--- src/rtl/wb_unified_mem_arbiter_pkg.sv ---
// rtl/wb_unified_mem_arbiter_pkg.sv - shared states, grant codes and bus constants for the memory arbiter
package wb_unified_mem_arbiter_pkg;

    typedef enum logic [1:0] {
        ST_IDLE  = 2'd0,
        ST_GNT_I = 2'd1,
        ST_GNT_D = 2'd2
    } arb_state_e;

    typedef enum logic {
        OWNER_I = 1'b0,
        OWNER_D = 1'b1
    } owner_e;

    // grant codes are one-hot {data, instr}
    localparam logic [1:0]  GRANT_NONE = 2'b00;
    localparam logic [1:0]  GRANT_I    = 2'b01;
    localparam logic [1:0]  GRANT_D    = 2'b10;

    localparam logic [3:0]  SEL_NONE   = 4'h0;
    localparam logic [3:0]  SEL_WORD   = 4'hF;
    localparam logic [31:0] WORD_NOP   = 32'h0000_0000;

    // Winner when both masters request in the same idle cycle.
    function automatic arb_state_e tie_winner(input logic round_robin, input owner_e last);
        if (round_robin && (last == OWNER_D)) begin
            return ST_GNT_I;
        end
        return ST_GNT_D;
    endfunction

endpackage

--- src/rtl/wb_unified_mem_arbiter.sv ---
// rtl/wb_unified_mem_arbiter.sv - two-master (instr/data) Wishbone arbiter onto one memory slave
module wb_unified_mem_arbiter
    import wb_unified_mem_arbiter_pkg::*;
#(
    parameter int unsigned TIMEOUT_CYCLES = 255,
    parameter bit          ROUND_ROBIN    = 1'b1
) (
    input  logic        clk,
    input  logic        rst_n,

    input  logic [31:0] iwb_adr_i,
    input  logic        iwb_cyc_i,
    input  logic        iwb_stb_i,
    output logic [31:0] iwb_dat_o,
    output logic        iwb_ack_o,
    output logic        iwb_err_o,

    input  logic [31:0] dwb_adr_i,
    input  logic [31:0] dwb_dat_i,
    input  logic [3:0]  dwb_sel_i,
    input  logic        dwb_we_i,
    input  logic        dwb_cyc_i,
    input  logic        dwb_stb_i,
    output logic [31:0] dwb_dat_o,
    output logic        dwb_ack_o,
    output logic        dwb_err_o,

    output logic [31:0] m_adr_o,
    output logic [31:0] m_dat_o,
    output logic [3:0]  m_sel_o,
    output logic        m_we_o,
    output logic        m_cyc_o,
    output logic        m_stb_o,
    input  logic [31:0] m_dat_i,
    input  logic        m_ack_i,
    input  logic        m_err_i,

    output logic [1:0]  grant_o
);

    localparam bit         TIMEOUT_EN    = (TIMEOUT_CYCLES != 0);
    localparam logic [15:0] TIMEOUT_LIMIT = 16'(TIMEOUT_CYCLES);

    arb_state_e  state, state_nxt;
    owner_e      last_grant, last_grant_nxt;
    logic [15:0] wait_cnt, wait_cnt_nxt;

    logic i_req, d_req;
    logic own_cyc;
    logic timeout_hit;
    logic owner_ack, owner_err;

    assign i_req = iwb_cyc_i & iwb_stb_i;
    assign d_req = dwb_cyc_i & dwb_stb_i;

    assign own_cyc = (state == ST_GNT_I) ? iwb_cyc_i :
                     (state == ST_GNT_D) ? dwb_cyc_i : 1'b0;

    // A real slave response in the limit cycle takes precedence over the timeout.
    assign timeout_hit = TIMEOUT_EN && (state != ST_IDLE) && (wait_cnt == TIMEOUT_LIMIT)
                         && !m_ack_i && !m_err_i;

    // Responses reach the owner only while it still holds its cycle; err beats ack.
    assign owner_err = own_cyc & (m_err_i | timeout_hit);
    assign owner_ack = own_cyc & m_ack_i & ~m_err_i & ~timeout_hit;

    always_ff @(posedge clk or negedge rst_n) begin
        if (!rst_n) begin
            state      <= ST_IDLE;
            last_grant <= OWNER_I;
            wait_cnt   <= 16'd0;
        end else begin
            state      <= state_nxt;
            last_grant <= last_grant_nxt;
            wait_cnt   <= wait_cnt_nxt;
        end
    end

    always_comb begin
        state_nxt      = state;
        last_grant_nxt = last_grant;
        wait_cnt_nxt   = wait_cnt;
        unique case (state)
            ST_IDLE: begin
                wait_cnt_nxt = 16'd0;
                if (i_req && d_req) begin
                    state_nxt = tie_winner(ROUND_ROBIN, last_grant);
                end else if (i_req) begin
                    state_nxt = ST_GNT_I;
                end else if (d_req) begin
                    state_nxt = ST_GNT_D;
                end
                if (state_nxt == ST_GNT_I) begin
                    last_grant_nxt = OWNER_I;
                end else if (state_nxt == ST_GNT_D) begin
                    last_grant_nxt = OWNER_D;
                end
            end
            default: begin
                if (!own_cyc || m_ack_i || m_err_i || timeout_hit) begin
                    state_nxt    = ST_IDLE;
                    wait_cnt_nxt = 16'd0;
                end else begin
                    wait_cnt_nxt = wait_cnt + 16'd1;
                end
            end
        endcase
    end

    always_comb begin
        m_adr_o   = WORD_NOP;
        m_dat_o   = WORD_NOP;
        m_sel_o   = SEL_NONE;
        m_we_o    = 1'b0;
        m_cyc_o   = 1'b0;
        m_stb_o   = 1'b0;
        iwb_dat_o = WORD_NOP;
        iwb_ack_o = 1'b0;
        iwb_err_o = 1'b0;
        dwb_dat_o = WORD_NOP;
        dwb_ack_o = 1'b0;
        dwb_err_o = 1'b0;
        grant_o   = GRANT_NONE;
        unique case (state)
            ST_GNT_I: begin
                // instruction fetches are always full-word reads
                m_adr_o   = iwb_adr_i;
                m_sel_o   = SEL_WORD;
                m_cyc_o   = iwb_cyc_i & ~timeout_hit;
                m_stb_o   = iwb_stb_i & ~timeout_hit;
                iwb_dat_o = m_dat_i;
                iwb_ack_o = owner_ack;
                iwb_err_o = owner_err;
                grant_o   = GRANT_I;
            end
            ST_GNT_D: begin
                m_adr_o   = dwb_adr_i;
                m_dat_o   = dwb_dat_i;
                m_sel_o   = dwb_sel_i;
                m_we_o    = dwb_we_i;
                m_cyc_o   = dwb_cyc_i & ~timeout_hit;
                m_stb_o   = dwb_stb_i & ~timeout_hit;
                dwb_dat_o = m_dat_i;
                dwb_ack_o = owner_ack;
                dwb_err_o = owner_err;
                grant_o   = GRANT_D;
            end
            default: ;
        endcase
    end

endmodule
--- config.mk ---
export PLATFORM = sky130hd
export DESIGN_NAME = wb_unified_mem_arbiter
export DESIGN_NICKNAME = d
export VERILOG_FILES = /design/src/rtl/wb_unified_mem_arbiter_pkg.sv /design/src/rtl/wb_unified_mem_arbiter.sv
export SDC_FILE = /design/constraint.sdc
export NUM_CORES = 1
export LEC_CHECK = 0
export ABC_CLOCK_PERIOD_IN_PS = 2800
export CORE_ASPECT_RATIO = 1.4
export CORE_MARGIN = 10
export CORE_UTILIZATION = 27
export CTS_CLUSTER_SIZE = 12
export DETAILED_ROUTE_END_ITERATION = 10
export PLACE_DENSITY = 0.83
export SLEW_MARGIN = 20
export SYNTH_ARGS = -nofsm -noshare
export SYNTH_HDL_FRONTEND = slang
export SYNTH_SLANG_ARGS = --single-unit
--- constraint.sdc ---
create_clock -name clk -period 2.8 [get_ports clk]
set_clock_uncertainty 0.2 [all_clocks]
set_input_delay 0.28 -clock clk [delete_from_list [all_inputs] [get_ports clk]]
set_output_delay 0.28 -clock clk [all_outputs]
set_load 0.005 [all_outputs]
**Word-level counts from Yosys, hierarchy flattened**

Cells that the tools add are included.

- Mux-type cells: 30
- Eq/ne operators: 5
- $add $sub $neg: 1
- Reductions and logical operators: 15
- Bitwise logic cells: 13

Operator list:

| kind | number |
|---|---|
| 32-bit two-way mux | 3 |
| 32-bit case mux with 2 select lines | 1 |
| 16-bit two-way mux | 2 |
| 16-bit by 1-bit adder with 16-bit output, second input constant | 1 |
| 16-bit by 8-bit == test with 1-bit output, second input constant | 1 |
| 2-bit two-way mux | 8 |
| 1-bit two-way mux | 12 |
| 1-bit bitwise AND | 10 |
| 4-bit case mux with 2 select lines | 1 |
| 2-bit nonzero test | 3 |
| 2-bit by 1-bit == test with 1-bit output, second input constant | 2 |
| 2-bit == test, second input constant | 2 |
| 1-bit logical AND | 4 |
| 1-bit case mux with 2 select lines | 2 |
| 2-bit case mux with 2 select lines | 1 |
| 1-bit zero test | 3 |
| 1-bit logical OR | 3 |
| 2-bit zero test | 1 |
| 1-bit NOT | 2 |
| 2-bit AND reduction | 1 |
| 1-bit OR | 1 |

- Register bits after elaboration: 19
- Input bits: 141
- Output and inout bits: 141

**Longest topological paths before layout**

Gate-level depths: netlist of the first run.

- Word-level depth: 10
- Depth in mapped cells: 9
- Gate-level depth less buffers: 6

**Least setup slack after synthesis of the first run**

OpenSTA, ideal clock, no wires.

- Path kind: register -> output
- Start point: reg wait_cnt[12]
- End point: out m_cyc_o
- Arrival: 1,630 ps
- Cell stages (with the launch flop): 5
- Path slack: 690 ps
- Path through: dfrtp_1 -> or4_4 -> or4_4 -> o21ai_2 -> nor2_1

- Cells in the longest elaborated chain, start to end: 7
- Elaborated cells on any way between the ends: 8
- Classes of those cells: eq/ne: 1; mux: 1; bitwise: 3; reduce/logical: 3

RTL lines:

| item | line | text |
|---|---|---|
| from (decl) | wb_unified_mem_arbiter.sv:46 | `logic [15:0] wait_cnt, wait_cnt_nxt;` |
| from (signal assigned) | wb_unified_mem_arbiter.sv:75 | `wait_cnt <= wait_cnt_nxt;` |
| 16-bit by 8-bit == test with 1-bit output (*) | wb_unified_mem_arbiter.sv:60 | `assign timeout_hit = TIMEOUT_EN && (state != ST_IDLE) && (wait_cnt == TIMEOUT_LIMIT)` |
| 1-bit logical AND (*) | wb_unified_mem_arbiter.sv:60 |  |
| 1-bit logical AND (*) (2 in series) | wb_unified_mem_arbiter.sv:61 | `&& !m_ack_i && !m_err_i;` |
| 1-bit NOT (*) | wb_unified_mem_arbiter.sv:129, wb_unified_mem_arbiter.sv:141 |  |
| 1-bit bitwise AND (on tied branches) | wb_unified_mem_arbiter.sv:141, wb_unified_mem_arbiter.sv:129 |  |
| 1-bit case mux with 2 select lines (*) | wb_unified_mem_arbiter.sv:124 | `unique case (state)` |
| to (decl) | wb_unified_mem_arbiter.sv:32 | `output logic m_cyc_o,` |

Every way passes the cells marked *; elsewhere a longest branch is shown, timed or not.

**Worst setup path in the final report of the first run**

- Start point: reg wait_cnt[12]
- End point: out m_stb_o

- Cells in the longest elaborated chain, start to end: 7
- Elaborated cells on any way between the ends: 8
- Classes of those cells: eq/ne: 1; mux: 1; bitwise: 3; reduce/logical: 3

RTL lines:

| item | line | text |
|---|---|---|
| 16-bit by 8-bit == test with 1-bit output (*) | wb_unified_mem_arbiter.sv:60 |  |
| 1-bit logical AND (*) | wb_unified_mem_arbiter.sv:60 |  |
| 1-bit logical AND (*) (2 in series) | wb_unified_mem_arbiter.sv:61 |  |
| 1-bit NOT (*) | wb_unified_mem_arbiter.sv:130, wb_unified_mem_arbiter.sv:142 |  |
| 1-bit bitwise AND (on tied branches) | wb_unified_mem_arbiter.sv:142, wb_unified_mem_arbiter.sv:130 |  |
| 1-bit case mux with 2 select lines (*) | wb_unified_mem_arbiter.sv:124 |  |
| to (decl) | wb_unified_mem_arbiter.sv:33 | `output logic m_stb_o,` |

Marked as above.

==> results of run 1 <==
==> flip-flops by register name, summed over array words and instances, names as in the netlist <==
| register | flops |
|---|---|
| state | 2 |
| last_grant | 1 |
| wait_cnt | 16 |
==> cell families after synthesis <==
logic type,Yosys count,synth area share
buffers and inverters,32,0.0592
and+or+nand+nor,193,0.494
adders and majority gates,6,0.0329
xor gates and xnor gates,14,0.0537
muxes,2,0.00877
AOI/OAI and AO/OA,46,0.143
DFF,19,0.208
==> layout make-up <==
| class | count | area share |
|---|---|---|
| clock buffer | 3 | 0.0140 |
| clock inverter | 1 | 0.000931 |
| inverter | 6 | 0.00419 |
| multi-input combinational | 261 | 0.319 |
| sequential | 19 | 0.0886 |
| tap | 102 | 0.0237 |
| timing repair buffer | 294 | 0.550 |
==> per-layer routing <==
metal  share of wire  vias up  track usage  routed length [um]
met4          0.0081        0       0.0326                 130
met2            0.48      216        0.388                7720
li1                -     1583            -                   -
met5               0        -            0                   0
met1            0.37     1566        0.267                6020
met3            0.14        9        0.119                2200
==> critical path: stages, from the launching register on <==
cell           delay, ns
dfrtp_1             0.38
or4_4               0.56
or4_4               0.52
o21ai_4             0.16
nor2_1              0.06
dlygate4sd2_1       0.26
==> power groups by stage <==
stage	combinational [W]	sequential [W]	clock (W)
after global placement	0.00277	0.000315	0
after detailed placement	0.00280	0.000317	0
after global routing	0.00307	0.000320	0.000311
after floorplan	0.00110	0.000312	0
after CTS	0.00281	0.000312	0.000298
final	0.00285	0.000315	0.000297
==> layout by cell type, fill, tap and decap left out, types with 2 or more instances in the layout <==
cell type,count
dfrtp_1,18
and2_1,98
nand4_1,4
nand3_1,5
xnor2_1,13
buf_12,2
buf_4,8
nor4_1,5
a22oi_1,34
nor2_1,30
ha_1,4
or4_4,3
clkbuf_16,4
dlygate4sd2_1,2
nor2b_2,2
inv_1,6
buf_6,2
or3_1,2
nor3_1,2
mux2i_1,2
a21oi_1,6
nor2b_1,35
nand2_1,5
clkdlybuf4s50_1,279
o21ai_0,2
==> path summary, 6_finish.rpt <==
kind / from / endpoint / slack [ns] / cells past startpoint
hold reg to reg: wait_cnt[0] / wait_cnt[0] / 0.30 / 1
hold / removal: wait_cnt[0] / wait_cnt[0] / 0.30 / 1
min in group asynchronous: rst_n / wait_cnt[0] / 0.32 / 1
setup reg to reg: state[1] / state[1] / 0.37 / 5
setup / recovery: wait_cnt[12] / m_stb_o / 0.12 / 5
max in group asynchronous: rst_n / wait_cnt[10] / 1.49 / 1
==> metrics by stage <==
step | hold slack, ns | instances | util
after global placement | 0.267 | 679 | 0.636
after CTS | 0.298 | 685 | 0.649
after global routing | 0.323 | 686 | 0.656
after floorplan | -0.216 | 312 | -
after detailed placement | 0.291 | 679 | 0.636
final | 0.300 | 686 | 0.656
==> what timing repair did <==
item,4_1_cts,5_1_grt
resized for setup,5,6
buffers inserted,2,0
setup endpoints to repair,2,19
cloned,0,1
pin swaps,1,0
==> key figures, run 1 <==
Logic synthesis
  • Yosys Warn Count: 0
  • Post-synth EDFFs: 0
  • Main synth FF type: dfrtp_1
  • Avg Inst Size Synth: 7.32 um^2
  • Fraction of registers with async set/reset: 1.00
  • Synthesized net count: 459
  • Post-synthesis sequential area ratio: 0.208
  • Synth cell types: 29
  • Top cell type's share of synthesized area: 0.268
  • Seq cells post-synth: 19
  • Post-synth top cells: and2_1, nor2b_1, a22oi_1
  • Post-Syn Instances: 312
  • Mapped cell area: 2280 um^2
  • Count leader, synth: and2_1
  • Area leader, netlist: and2_1
  • Synth area leaders: and2_1, dfrtp_1, a22oi_1

Floorplan
  • FP Rows: 39
  • Width of the die: 97.7 um
  • Initial Utilization: 0.279
  • Boundary Pins: 282
  • Die ar.: 12,600 um^2
  • Placeable Area: 8200 um^2
  • Die height: 129 um

Place
  • Setup Slack @ Placement: 0.159 ns
  • Post-DP HPWL: 13,600 um
  • Area of placed instances: 5220 um^2
  • GPL Wtd Cong: 0.922
  • I/O Buffers: 281

Route
  • Drt pass-1 iters: 5
  • Remaining DRCs: 0
  • Final wirelength: 16,100 um
  • Via Count: 3,374
  • Antenna viol nets, final: 0
  • DRT iter0 DRCs: 152
  • DR vias/cell: 4.92
  • Routed WL per cell: 23.4 um

Clock network
  • Post-CTS Hold Buffers: 0
  • Maximum clock insertion buffer count: 2
  • Total CTS buffers: 3
  • CTS tree: yes
  • Clock sinks: 19
  • Worst skew pair latency: 0.25 ns
  • CTS Root Cell: clkbuf_16
  • CTS clk-pin slew, worst paths: 0.06 ns
  • H-tree levels: 1

Global route
  • Antenna violations before repair: 0
  • Pin count of the biggest net entering global routing: 80
  • Number of global-route vias before repair: 3,465
  • GR Util All Layers: 0.233
  • First-pass GRT wire length: 22,800 um
  • Remaining Overflow, GRT: 0

Final layout
  • Fill cell count: 708
  • Ratio of cells with drive above 1 in the final layout: 0.0462
  • Final Cell Area: 5380 um^2
  • Antenna cell count: 0
  • Area of the multi-input gates: 1710 um^2
  • Area Overhead vs Synth: 136%
  • Reg area: 477 um^2
  • Nets: 732

Pwr
  • Leakage: 1.96 nW
  • Total power: 0.00346 W
  • Peak supply drop: 0.713 mV
  • PwrDens: 644 nW/um^2
  • Comb pwr share: 0.823
  • NetSw: 0.00132 W
  • P_int: 0.00214 W
  • Part of the power in the clock network: 0.086
  • Sw Ratio: 0.381
  • Power share of the sequential group: 0.091

STA
  • Setup TNS: 0 ns
  • Setup ws final: 0.120 ns
  • Slew Limit Fails: 0
  • Tmin final: 2.68 ns
  • Max Fclk: 0.373 GHz
  • Worst slew margin: 0.421
  • RSZ-0062 raised after global routing: yes
  • Setup-failing EPs final: 0
  • Final period util: 0.957
  • Slew @ Worst Pin: 0.866 ns
  • Final Hold Viols: 0

Setup path
  • CP Launch Type: flop
  • Setup CP Type: flop to output pin
  • CP arrival: 2.20 ns
  • Worst Setup End Kind: output pin
  • Worst-path maximum fanout: 2
  • Required @ worst endpoint: 2.32 ns

Hold path
  • Hold Path Class: flop to flop

Status
  • Status: finished, final reports clean

Flow run
  • Max cap viols: 0
Power figures use the tool's default switching activity.
==> run 2: changes to the inputs <==
--- a/config.mk
+++ b/config.mk
@@ -11,6 +11,7 @@
 export CORE_UTILIZATION = 27
 export CTS_CLUSTER_SIZE = 12
 export DETAILED_ROUTE_END_ITERATION = 10
+export GPL_TIMING_DRIVEN = 1
 export PLACE_DENSITY = 0.83
 export SLEW_MARGIN = 20
 export SYNTH_ARGS = -nofsm -noshare
==> results of run 2 <==
No change in the layout: final DEF, timing and power equal those of run 1.
==> run 3: changes to the inputs <==
--- a/config.mk
+++ b/config.mk
@@ -8,11 +8,12 @@
 export ABC_CLOCK_PERIOD_IN_PS = 2800
 export CORE_ASPECT_RATIO = 1.4
 export CORE_MARGIN = 10
-export CORE_UTILIZATION = 27
+export CORE_UTILIZATION = 25
 export CTS_CLUSTER_SIZE = 12
 export DETAILED_ROUTE_END_ITERATION = 10
+export GPL_ROUTABILITY_DRIVEN = 0
 export GPL_TIMING_DRIVEN = 1
-export PLACE_DENSITY = 0.83
+export PLACE_DENSITY = 0.77
 export SLEW_MARGIN = 20
 export SYNTH_ARGS = -nofsm -noshare
 export SYNTH_HDL_FRONTEND = slang
==> run 3 against run 2 <==
  * Final cell count grew 1.3%
  * Register-to-register slack is essentially flat
  * Core utilization down 4.9 points
  * Design area increased by 1.3%
  * Clock power is essentially flat
  * Clock-buffer cell count did not move
  * Via count up 0.80%
  * Critical path depth is 2 higher
  * Flip-flop and latch count did not move
  * Global-route usage down 0.74 points
  * Fmax decreased by 1.4%
  * First-iteration DRC count down 3.9%
  * Critical path type unchanged
  * Critical endpoint is now dwb_err_o
==> key figures, run 3 (same netlist as run 1, synthesis figures left out) <==
Setup path
  • Required @ worst endpoint: 2.32 ns
  • CP arrival: 2.24 ns
  • Worst Setup End Kind: output pin
  • FF-to-FF setup slack: 0.38 ns
  • Worst-path maximum fanout: 5
  • Critical path's largest stage delay: 0.51 ns
  • CP Launch Type: flop
  • Setup CP Type: flop to output pin
  • Crit-path cells: ha_2 > nand3_2 > buf_4 > nor4_4 > a21oi_2 > nor2_2 > clkdlybuf4s50_1
  • Worst path slowest cell: clkdlybuf4s50_1

Final layout
  • Commonest non-fill, non-tap cell in the layout: clkdlybuf4s50_1
  • Ratio of cells with drive above 1 in the final layout: 0.0563
  • Final Cell Area: 5450 um^2
  • Area of the multi-input gates: 1740 um^2
  • Finished Layout Cells: 695
  • Fill cell count: 775
  • Area Overhead vs Synth: 138%
  • Nets: 734
  • Biggest register: wait_cnt
  • Most frequent cells in the layout: clkdlybuf4s50_1, and2_1, nor2b_1, a22oi_1, nor2_1
  • Reg area: 475 um^2
  • Max reg flops: 16
  • Largest regs: wait_cnt (16), state (2), last_grant (1)

STA
  • RSZ-0062 raised after global routing: yes
  • Final Hold Viols: 0
  • Slew Limit Fails: 0
  • Setup-failing EPs final: 0
  • Tmin final: 2.72 ns
  • Worst slew margin: 0.392
  • Slew @ Worst Pin: 0.909 ns
  • Final period util: 0.971
  • Max Fclk: 0.368 GHz

Floorplan
  • Initial Utilization: 0.254
  • Boundary Pins: 282
  • FP Rows: 41
  • Die ar.: 13,400 um^2
  • Width of the die: 101 um
  • Placeable Area: 8980 um^2
  • Die height: 133 um

Pwr
  • PwrDens: 656 nW/um^2
  • Power share of the sequential group: 0.090
  • P_int: 0.00221 W
  • Comb pwr share: 0.827
  • Part of the power in the clock network: 0.083
  • NetSw: 0.00136 W
  • Sw Ratio: 0.382
  • Leakage: 1.99 nW
  • Peak supply drop: 0.713 mV

Clock network
  • CTS Root Cell: clkbuf_16
  • Worst skew pair latency: 0.25 ns
  • Maximum clock insertion buffer count: 2
  • Post-CTS Hold Buffers: 0
  • CTS clk-pin slew, worst paths: 0.05 ns
  • CTS tree: yes
  • Clock sinks: 19
  • Total CTS buffers: 3
  • H-tree levels: 1

Global route
  • Remaining Overflow, GRT: 0
  • Pin count of the biggest net entering global routing: 71
  • Antenna violations before repair: 5
  • Number of global-route vias before repair: 3,551
  • First-pass GRT wire length: 23,100 um
  • GR Util All Layers: 0.225

Place
  • Placed Cells: 685
  • Area of placed instances: 5240 um^2
  • I/O Buffers: 281
  • Post-DP HPWL: 13,600 um

Route
  • Drt pass-1 iters: 4
  • Final wirelength: 16,600 um
  • Remaining DRCs: 0
  • Via Count: 3,401
  • DRT iter0 DRCs: 146
  • Routed WL per cell: 23.9 um
  • DR vias/cell: 4.89
  • Antenna viol nets, final: 0

Flow run
  • Max cap viols: 0

Hold path
  • Hold Path Class: flop to flop

Status
  • Status: finished, final reports clean
[run 3: cell count changes in the layout (fill, tap and decap cells not counted), sizes merged]
cell | before | now
buf | 12 | 14
diode | 0 | 2
clkdlybuf4s50 | 279 | 278
dlymetal6s2s | 0 | 1
[run 3: per-stage QoR]
step	setup TNS [ns]	total power [W]	hold WS, ns	worst slack (ns)	utilization
4_1_cts	0	0.00348	0.285	0.0543	0.598
6_report	0	0.00357	0.293	0.0814	0.607
2_1_floorplan	0	0.00141	-0.216	0.690	-
3_5_place_dp	0	0.00316	0.278	0.169	0.584
5_1_grt	-0.0173	0.00381	0.312	-0.0173	0.606
3_3_place_gp	0	0.00313	0.266	0.164	0.584
[run 3: cell type report]
class	count	area share
multi-input combinational	261	0.320
clock inverter	1	0.000919
timing repair buffer	296	0.548
clock buffer	3	0.0138
inverter	6	0.00414
tap	107	0.0246
sequential	19	0.0873
antenna	2	0.000919
[run 3: what timing repair did]
action | CTS | global route
resized for setup | 7 | 10
gates cloned | 0 | 1
setup buffers | 3 | 0
pin swaps | 1 | 1
setup endpoints to repair | 6 | 8
[run 3: critical path, delay by kind of cell, from the launching register on]
family                   cells  cell delay, ns
AO/OA/AOI/OAI                1            0.11
adder cells (fa/ha/maj)      1            0.21
AND/OR/NAND/NOR              3            0.57
flip-flops                   1            0.39
buffers and inverters        2            0.70
[run 3: worst paths after layout]
kind,startpoint,endpoint,depth (start not counted)
worst max-delay path,wait_cnt[0],dwb_err_o,7
worst min-delay path,wait_cnt[0],wait_cnt[0],1
worst max register to register,state[0],state[1],5
worst min register to register,wait_cnt[0],wait_cnt[0],1
max in group asynchronous,rst_n,wait_cnt[1],1
min in group asynchronous,rst_n,wait_cnt[2],1
[run 3: power by group through the flow]
stage	clock (W)	combinational [W]	sequential, W
after floorplan	0	0.00110	0.000312
after global placement	0	0.00282	0.000315
after detailed placement	0	0.00284	0.000316
after CTS	0.000296	0.00287	0.000312
after global routing	0.000308	0.00318	0.000323
final	0.000298	0.00295	0.000320
[run 3: metal layers]
layer / global-route usage / wire [um]
met1: 0.238 / 6080
met2: 0.346 / 7260
met3: 0.193 / 3080
met4: 0.0189 / 100
met5: 0 / 58
